**src/rtl/fwd_hazard_unit.sv**
```systemverilog
// Operand forwarding and load-use hazard detection over DEPTH post-decode stages.
// Tracks in-flight destination tags internally and counts stall cycles.
module fwd_hazard_unit #(
  parameter int REG_AW     = 4,
  parameter int NUM_SRC    = 2,
  parameter int DEPTH      = 3,
  parameter int LOAD_LAT   = 1,
  parameter int NOFWD_ADDR = 15,
  parameter int CNT_W      = 16,
  localparam int SELW      = $clog2(DEPTH + 1)
) (
  input  logic                      clk,
  input  logic                      rst,
  input  logic                      flush,
  input  logic                      id_valid,
  input  logic [NUM_SRC*REG_AW-1:0] id_src,
  input  logic [NUM_SRC-1:0]        id_src_used,
  input  logic                      id_wr_en,
  input  logic [REG_AW-1:0]         id_dest,
  input  logic                      id_is_load,
  output logic [NUM_SRC*SELW-1:0]   fwd_sel,
  output logic                      stall,
  output logic [CNT_W-1:0]          stall_cnt
);

  typedef struct packed {
    logic              v;
    logic              ld;
    logic [REG_AW-1:0] dest;
  } tag_t;

  tag_t                    r_tag [1:DEPTH];
  logic [CNT_W-1:0]        r_stall_cnt;
  logic [NUM_SRC*SELW-1:0] w_fwd_sel;
  logic                    w_stall;
  logic [REG_AW-1:0]       w_src;
  logic                    w_hit;

  // Youngest matching stage wins; a load still too young to forward stalls decode.
  // NOTE: combinational logic uses blocking '=' with every output defaulted first,
  // so no latch is inferred; clocked state below uses non-blocking '<=' only.
  always_comb begin
    w_fwd_sel = '0;
    w_stall   = 1'b0;
    w_src     = '0;
    w_hit     = 1'b0;
    for (int i = 0; i < NUM_SRC; i++) begin
      w_src = id_src[i*REG_AW +: REG_AW];
      w_hit = 1'b0;
      for (int k = 1; k <= DEPTH; k++) begin
        if (!w_hit && id_valid && id_src_used[i] && r_tag[k].v &&
            (r_tag[k].dest == w_src) && (w_src != REG_AW'(NOFWD_ADDR))) begin
          w_hit                     = 1'b1;
          w_fwd_sel[i*SELW +: SELW] = SELW'(k);
          if (r_tag[k].ld && (k <= LOAD_LAT)) begin
            w_stall = 1'b1;
          end
        end
      end
    end
  end

  // NOTE: only the valid bits are reset; ld/dest are don't-care while v=0,
  // so leaving them unreset keeps the payload flops plain enables.
  always_ff @(posedge clk) begin
    if (rst) begin
      for (int k = 1; k <= DEPTH; k++) begin
        r_tag[k].v <= 1'b0;
      end
      r_stall_cnt <= '0;
    end else begin
      r_tag[1] <= '{v: id_valid & id_wr_en & ~w_stall, ld: id_is_load, dest: id_dest};
      for (int k = 2; k <= DEPTH; k++) begin
        r_tag[k] <= r_tag[k-1];
      end
      if (flush) begin
        for (int k = 1; k <= DEPTH; k++) begin
          r_tag[k].v <= 1'b0;
        end
      end
      if (w_stall && (r_stall_cnt != '1)) begin
        r_stall_cnt <= r_stall_cnt + CNT_W'(1);
      end
    end
  end

  assign fwd_sel   = w_fwd_sel;
  assign stall     = w_stall;
  assign stall_cnt = r_stall_cnt;

endmodule

```
**config.mk**
```make
export PLATFORM = sky130hd
export DESIGN_NAME = fwd_hazard_unit
export DESIGN_NICKNAME = d
export VERILOG_FILES = /design/src/rtl/fwd_hazard_unit.sv
export SDC_FILE = /design/constraint.sdc
export NUM_CORES = 1
export LEC_CHECK = 0
export CAP_MARGIN = 20
export CORE_UTILIZATION = 44
export DETAILED_ROUTE_END_ITERATION = 10
export GPL_ROUTABILITY_DRIVEN = 0
export HOLD_SLACK_MARGIN = 0.05
export MAX_ROUTING_LAYER = met4
export PLACE_DENSITY_LB_ADDON = 0.12
export RECOVER_POWER = 100
export REMOVE_ABC_BUFFERS = 1
export SLEW_MARGIN = 5
export SYNTH_ARGS = -nofsm -noshare
export SYNTH_HDL_FRONTEND = slang
export SYNTH_SLANG_ARGS = --single-unit
export TNS_END_PERCENT = 30
```
**constraint.sdc**
```tcl
create_clock -name clk -period 2.37 [get_ports clk]
set_clock_uncertainty 0.15 [all_clocks]
set_input_delay 0.474 -clock clk [delete_from_list [all_inputs] [get_ports clk]]
set_output_delay 0.474 -clock clk [all_outputs]
set_load 0.02 [all_outputs]
```
==> metrics.txt, run 1 <==
Port Buffers=40; Filler Cells Inserted=between 200 and 300; Horiz. Die Dim=between 60 and 70 um; static leakage=around 0.00099 uW; core area=roughly 0.0035 mm^2; ys flop type=dfxtp_1; required time worst endpoint=~1.8 ns; HPWL after DPL=between 3000 and 4000 um; Post-Syn Area=0.00167 mm^2; Worst Hold Launch=stall_cnt[6]; Boundary Pins=between 40 and 50; relative max-transition margin=approximately 46%; power density over the cells=486 mW/mm^2; Total Wirelength=4880 um; asr flop ratio synth=0%; WL/cell=16.5 um; MaxCap Viol Count=0; max frequency=392 MHz; Fin. Hold Viols=0; # nets final=~270; final setup margin=-0.179 ns; failing checks=setup timing; first-pass GRT wire length=7950 um; RSZ-0062 raised after global routing=true; most common cell after layout, fill and taps aside=buf_4; Critical Path Start=id_src[2]; status=complete, but fails checks; Synth cell types=40; Final Critical Period=approximately 2.5 ns; Slew Viols, Final=0; chip height=roughly 64 um; FF-to-FF setup slack=-0.13 ns; Hold Path Class=reg2reg; Routed Antenna Nets=0; Post-Synthesis Cells=roughly 180; total CTS buffers=5; Final period util=108%; largest fanout on the critical path=5; GR Overflow Total=0; CTS tree=yes; n_diodes=0; Worst-Skew Late Latency=0.28 ns; fraction of layout cells with a size suffix above 1=28.1%; YS warnings=0; Root Buffer=clkbuf_8; clock edge transition at the registers on the reported setup and hold paths=approximately 0.070 ns; r2r startpoint=r_tag[0][7]; register area=just under 800 um^2; sequential cell area fraction in the yosys report=a little under half; residual DRC count=0; most frequent cells in the layout=21 x buf_4, 19 x dfxtp_1, 13 x nor2_1, 13 x clkdlybuf4s50_1, 13 x edfxtp_1; setup violators final=18; via count=roughly 1700; Area Growth Syn to Fin=57.6%; Initial Utilization=48.1%; CP Launch Type=input pin; CP Capture Type=primary output; EDFF count, synth=13; Worst-Margin Slew=0.808 ns; Worst VDD drop=between 0.4 and 0.5 mV; worst endpoint data arrival time=around 1.9 ns; Place WS=-0.959 ns; FF+latch count, synth=32; TritonRoute pass-1 iters=4; GR Util All Layers=about a quarter; row count=21; drt via density=5.71; antenna violations before repair=0; Final Core Density=between 70 and 80%; CP Class=in2out; largest net degree at the start of global routing=16; initial DRC count=76; buffer depth of the longest clock path=2; Multi-input gate area=0.00101 mm^2; area of the die=between 0.004 and 0.005 mm^2; H-tree depth=2; CTS Sinks=32; number of global-route vias before repair=between 1500 and 2000; syn avg cell area=around 9.5 um^2
[worst paths after layout]
check	cells past startpoint	to
worst max register to register	9	stall_cnt[3]
worst min register to register	2	stall_cnt[6]
worst min-delay path	2	stall_cnt[6]
worst max-delay path	6	fwd_sel[0]
[where the power goes]
part           internal (uW)  switching [uW]
clock network            312             202
registers                593            18.9
logic                   76.2            75.3
total                    981             296
[metrics by stage]
stage               instances  area, um^2  hold WS (ns)  TNS (ns)  power, uW
finish                    295        2630         0.354     -1.36       1280
floorplan                 168        1630         0.324   -0.0307        667
CTS                       295        2590         0.357    -0.937       1280
global route              295        2630         0.395     -2.69       1320
global placement          279        2290         0.326    -11.04        750
detailed placement        279        2290         0.345    -12.44        755
[final cells by class]
class	instances	area share (%)
Timing Repair Buffer	73	25.5
Clock buffer	6	2.76
Sequential cell	32	29.3
Inverter	4	0.572
Clock inverter	2	1.33
Multi-Input combinational cell	132	38.3
Tap cell	46	2.19
[registers in the layout, indices dropped and copies added (netlist names)]
name	count
r_tag	16
stall_cnt	16
[cell usage after synthesis, types with 2 or more instances]
cell       n  share of area (%)
clkbuf_1   5                1.1
dfxtp_1   19                 23
and4_1     2                1.1
or4_1      4                1.8
xnor2_1    9                4.7
nor3_1     4                1.2
nor2_1    13                2.9
o31a_1     2                1.1
nand4_1    6                2.3
a21oi_1   11                3.3
or3_1      7                2.6
nor4_1     2               0.75
a211oi_1   2               0.90
inv_1      4               0.90
edfxtp_1  13                 23
o31ai_1    4                1.8
nand3_1   13                3.9
a41oi_1    2                1.1
nand2_1   11                2.5
o21ai_0    7                2.1
and2_1     2               0.75
nor2b_1    3                1.1
o21a_1     3                1.4
buf_2      2               0.60
xor2_1    11                5.8
[timing repair]
item / 4_1_cts / 5_1_grt
resized for setup: 67 / 14
setup endpoints to repair: 21 / 21
hold buffers: 0 / 0
gates cloned: 1 / 0
hold endpoints to repair: 0 / 0
pin swaps: 11 / 11
buffers inserted: 7 / 0
[worst max-delay path, cell delays in order]
cell	delay [ns]
clkdlybuf4s15_1	0.28
xor2_1	0.20
nor4_2	0.33
o211a_1	0.33
o21bai_1	0.15
buf_4	0.16
[kinds of logic (layout without fill, tap and decap cells)]
family	after synthesis	count (layout)	synth area share (%)
and+or+nand+nor	71	71	23.0
AOI/OAI and AO/OA	38	38	15.4
DFF	32	32	46.2
xor gates and xnor gates	20	20	10.5
buffers and inverters	12	85	2.85
muxes	2	2	1.28
adders and majority gates	1	1	0.751
[metal layers]
metal | part of all wire (%) | GRT usage, %
met5 | 0 | -
met4 | 2.6 | 13.9
met3 | 5.6 | 6.16
met2 | 49 | 41.8
met1 | 43 | 31.8
Power figures use the tool's default switching activity.
==> inputs of run 2 (changes only) <==
--- a/config.mk
+++ b/config.mk
@@ -12,7 +12,6 @@
 export HOLD_SLACK_MARGIN = 0.05
 export MAX_ROUTING_LAYER = met4
 export PLACE_DENSITY_LB_ADDON = 0.12
-export RECOVER_POWER = 100
 export REMOVE_ABC_BUFFERS = 1
 export SLEW_MARGIN = 5
 export SYNTH_ARGS = -nofsm -noshare
==> run 2 against run 1 <==
- the flow still finishes with violations (setup timing)
- core utilization increased by 0.54 points
- sequential power about the same
- clock-buffer cell count unchanged
- critical path depth unchanged
- largest cell class unchanged
- largest power group unchanged
- highest routed layer unchanged
==> metrics.txt, run 2 (same netlist as run 1, synthesis figures left out) <==
WL/cell=16.6 um (+0.23%); Reg power frac=47.7% (-0.2 points); Routed Antenna Nets=0 (unchanged); residual DRC count=0 (unchanged); Root Buffer=clkbuf_8; chip height=63.5 um (unchanged); Total Wirelength=4890 um (+0.23%); largest fanout on the critical path=5 (unchanged); Final Critical Period=2.55 ns (-0.00285 ns); initial DRC count=98 (+29%); core area=0.00347 mm^2 (unchanged); GR Util All Layers=26.7% (unchanged); Placed Area=0.00229 mm^2 (unchanged); Port Buffers=40 (unchanged); worst endpoint data arrival time=1.92 ns (about the same); first-pass GRT wire length=7950 um (unchanged); Boundary Pins=41 (unchanged); largest net degree at the start of global routing=16 (unchanged); Worst VDD drop=0.444 mV (-0.40%); failing checks=setup timing; Critical path buffers and inverters=2 (unchanged); Fin. Hold Viols=0 (unchanged); Post-CTS Hold Buffers=0 (unchanged); CP Class=in2out; Int Pwr=988 uW (+0.67%); # nets final=269 (unchanged); GR Overflow Total=0 (unchanged); most common cell after layout, fill and taps aside=buf_4; CTS tree=yes; CTS Sinks=32 (unchanged); switching share of power=23.0% (-0.17 points); Final Core Density=76.3% (+0.54 points); n_diodes=0 (unchanged); CP peak stage delay=0.33 ns (about the same); clock power share=40.0% (-0.2 points); via count=1677 (-0.36%); relative max-transition margin=75.5% (+29 points); Worst-Margin Slew=0.366 ns (-0.442 ns); area of the die=0.00404 mm^2 (unchanged); Hold Path Class=reg2reg; setup violators final=18 (unchanged); final setup margin=-0.176 ns (+0.00285 ns); power density over the cells=485 mW/mm^2 (-0.27%); Slew Viols, Final=0 (unchanged); buffer depth of the longest clock path=2 (unchanged); total CTS buffers=5 (unchanged); CP max-delay cell=nor4_2; setup_tns=-1.31 ns (+0.0511 ns); fraction of layout cells with a size suffix above 1=30.1% (+2.0 points); most frequent cells in the layout=27 x buf_4, 25 x clkdlybuf4s50_1, 19 x dfxtp_1; total power=1280 uW (+0.44%); status=complete, but fails checks; RSZ-0062 raised after global routing=true; Psw=296 uW (-0.32%); static leakage=0.000986 uW (-0.38%); clock edge transition at the registers on the reported setup and hold paths=0.07 ns (about the same); drt via density=5.68 (-0.36%); max frequency=393 MHz (+0.11%); Worst-Skew Late Latency=0.28 ns (about the same); number of global-route vias before repair=1724 (unchanged); TritonRoute pass-1 iters=4 (unchanged); HPWL after DPL=3310 um (unchanged); row count=21 (unchanged); Worst path top cell family by delay=compound AO/OA/AOI/OAI gates; Area Growth Syn to Fin=58.7%; H-tree depth=2 (unchanged); Initial Utilization=48.1% (unchanged); required time worst endpoint=1.75 ns (about the same); antenna violations before repair=0 (unchanged); Horiz. Die Dim=63.5 um (unchanged); CP Launch Type=input pin; CP cell instances=clkdlybuf4s15_1 > xor2_1 > nor4_2 > o211a_1 > o21bai_1 > buf_4; Final Instance Area=0.00265 mm^2 (+0.71%); CP Capture Type=primary output; Final period util=107% (-0.12 points); combinational power share=12.3% (+0.4 points); MaxCap Viol Count=0 (unchanged)
## run 2: timing repair
| item | CTS | global route |
|---|---|---|
| buffers inserted | 7 | 0 |
| cloned | 1 | 0 |
| gates resized for setup | 67 | 14 |
| hold endpoints to repair | 0 | 0 |
| setup endpoints to repair | 21 | 21 |
| pin swaps | 11 | 11 |
## run 2: power by group through the flow
| stage | clock network, uW | registers (uW) | logic (uW) |
|---|---|---|---|
| after floorplan | 0 | 617 | 49.5 |
| after global placement | 0 | 622 | 129 |
| after detailed placement | 0 | 622 | 133 |
| after CTS | 519 | 611 | 150 |
| after global routing | 543 | 614 | 170 |
| final | 513 | 612 | 158 |
## run 2: layout make-up
cell class	count	area, um^2
Timing Repair Buffer	73	688
Tap cell	46	57.6
Clock buffer	6	72.6
Inverter	4	15.0
Clock inverter	2	35.0
Sequential cell	32	771
Multi-Input combinational cell	132	1010
Fill cell	247	823
## run 2: metrics by stage
| step | setup slack, ns | hold WS (ns) | std cells |
|---|---|---|---|
| final | -0.176 | 0.359 | 295 |
| after global routing | -0.246 | 0.398 | 295 |
| after CTS | -0.152 | 0.357 | 295 |
| after detailed placement | -0.959 | 0.345 | 279 |
| after global placement | -0.795 | 0.326 | 279 |
| after floorplan | -0.0103 | 0.324 | 168 |
## run 2: per-layer routing
layer | up-vias | part of all wire, % | wire [um] | track usage [%]
li1 | 791 | - | - | -
met1 | 806 | 42 | 2070 | 31.8
met2 | 64 | 48 | 2370 | 41.8
met3 | 16 | 6.7 | 326 | 6.16
met4 | 0 | 2.7 | 131 | 13.9
met5 | - | 0 | 0 | -
## run 2: path summary, 6_finish.rpt
kind | startpoint | end | slack (ns) | depth (start not counted)
worst max register to register | r_tag[0][7] | stall_cnt[3] | -0.13 | 9
worst max-delay path | id_src[2] | fwd_sel[0] | -0.18 | 6
worst min register to register | stall_cnt[6] | stall_cnt[6] | 0.36 | 2
worst min-delay path | stall_cnt[6] | stall_cnt[6] | 0.36 | 2
## run 2: worst min-delay path, cell delays in order (launching register included)
cell and delay [ns]:
dfxtp_1 0.33, o31ai_1 0.07, a21oi_1 0.06
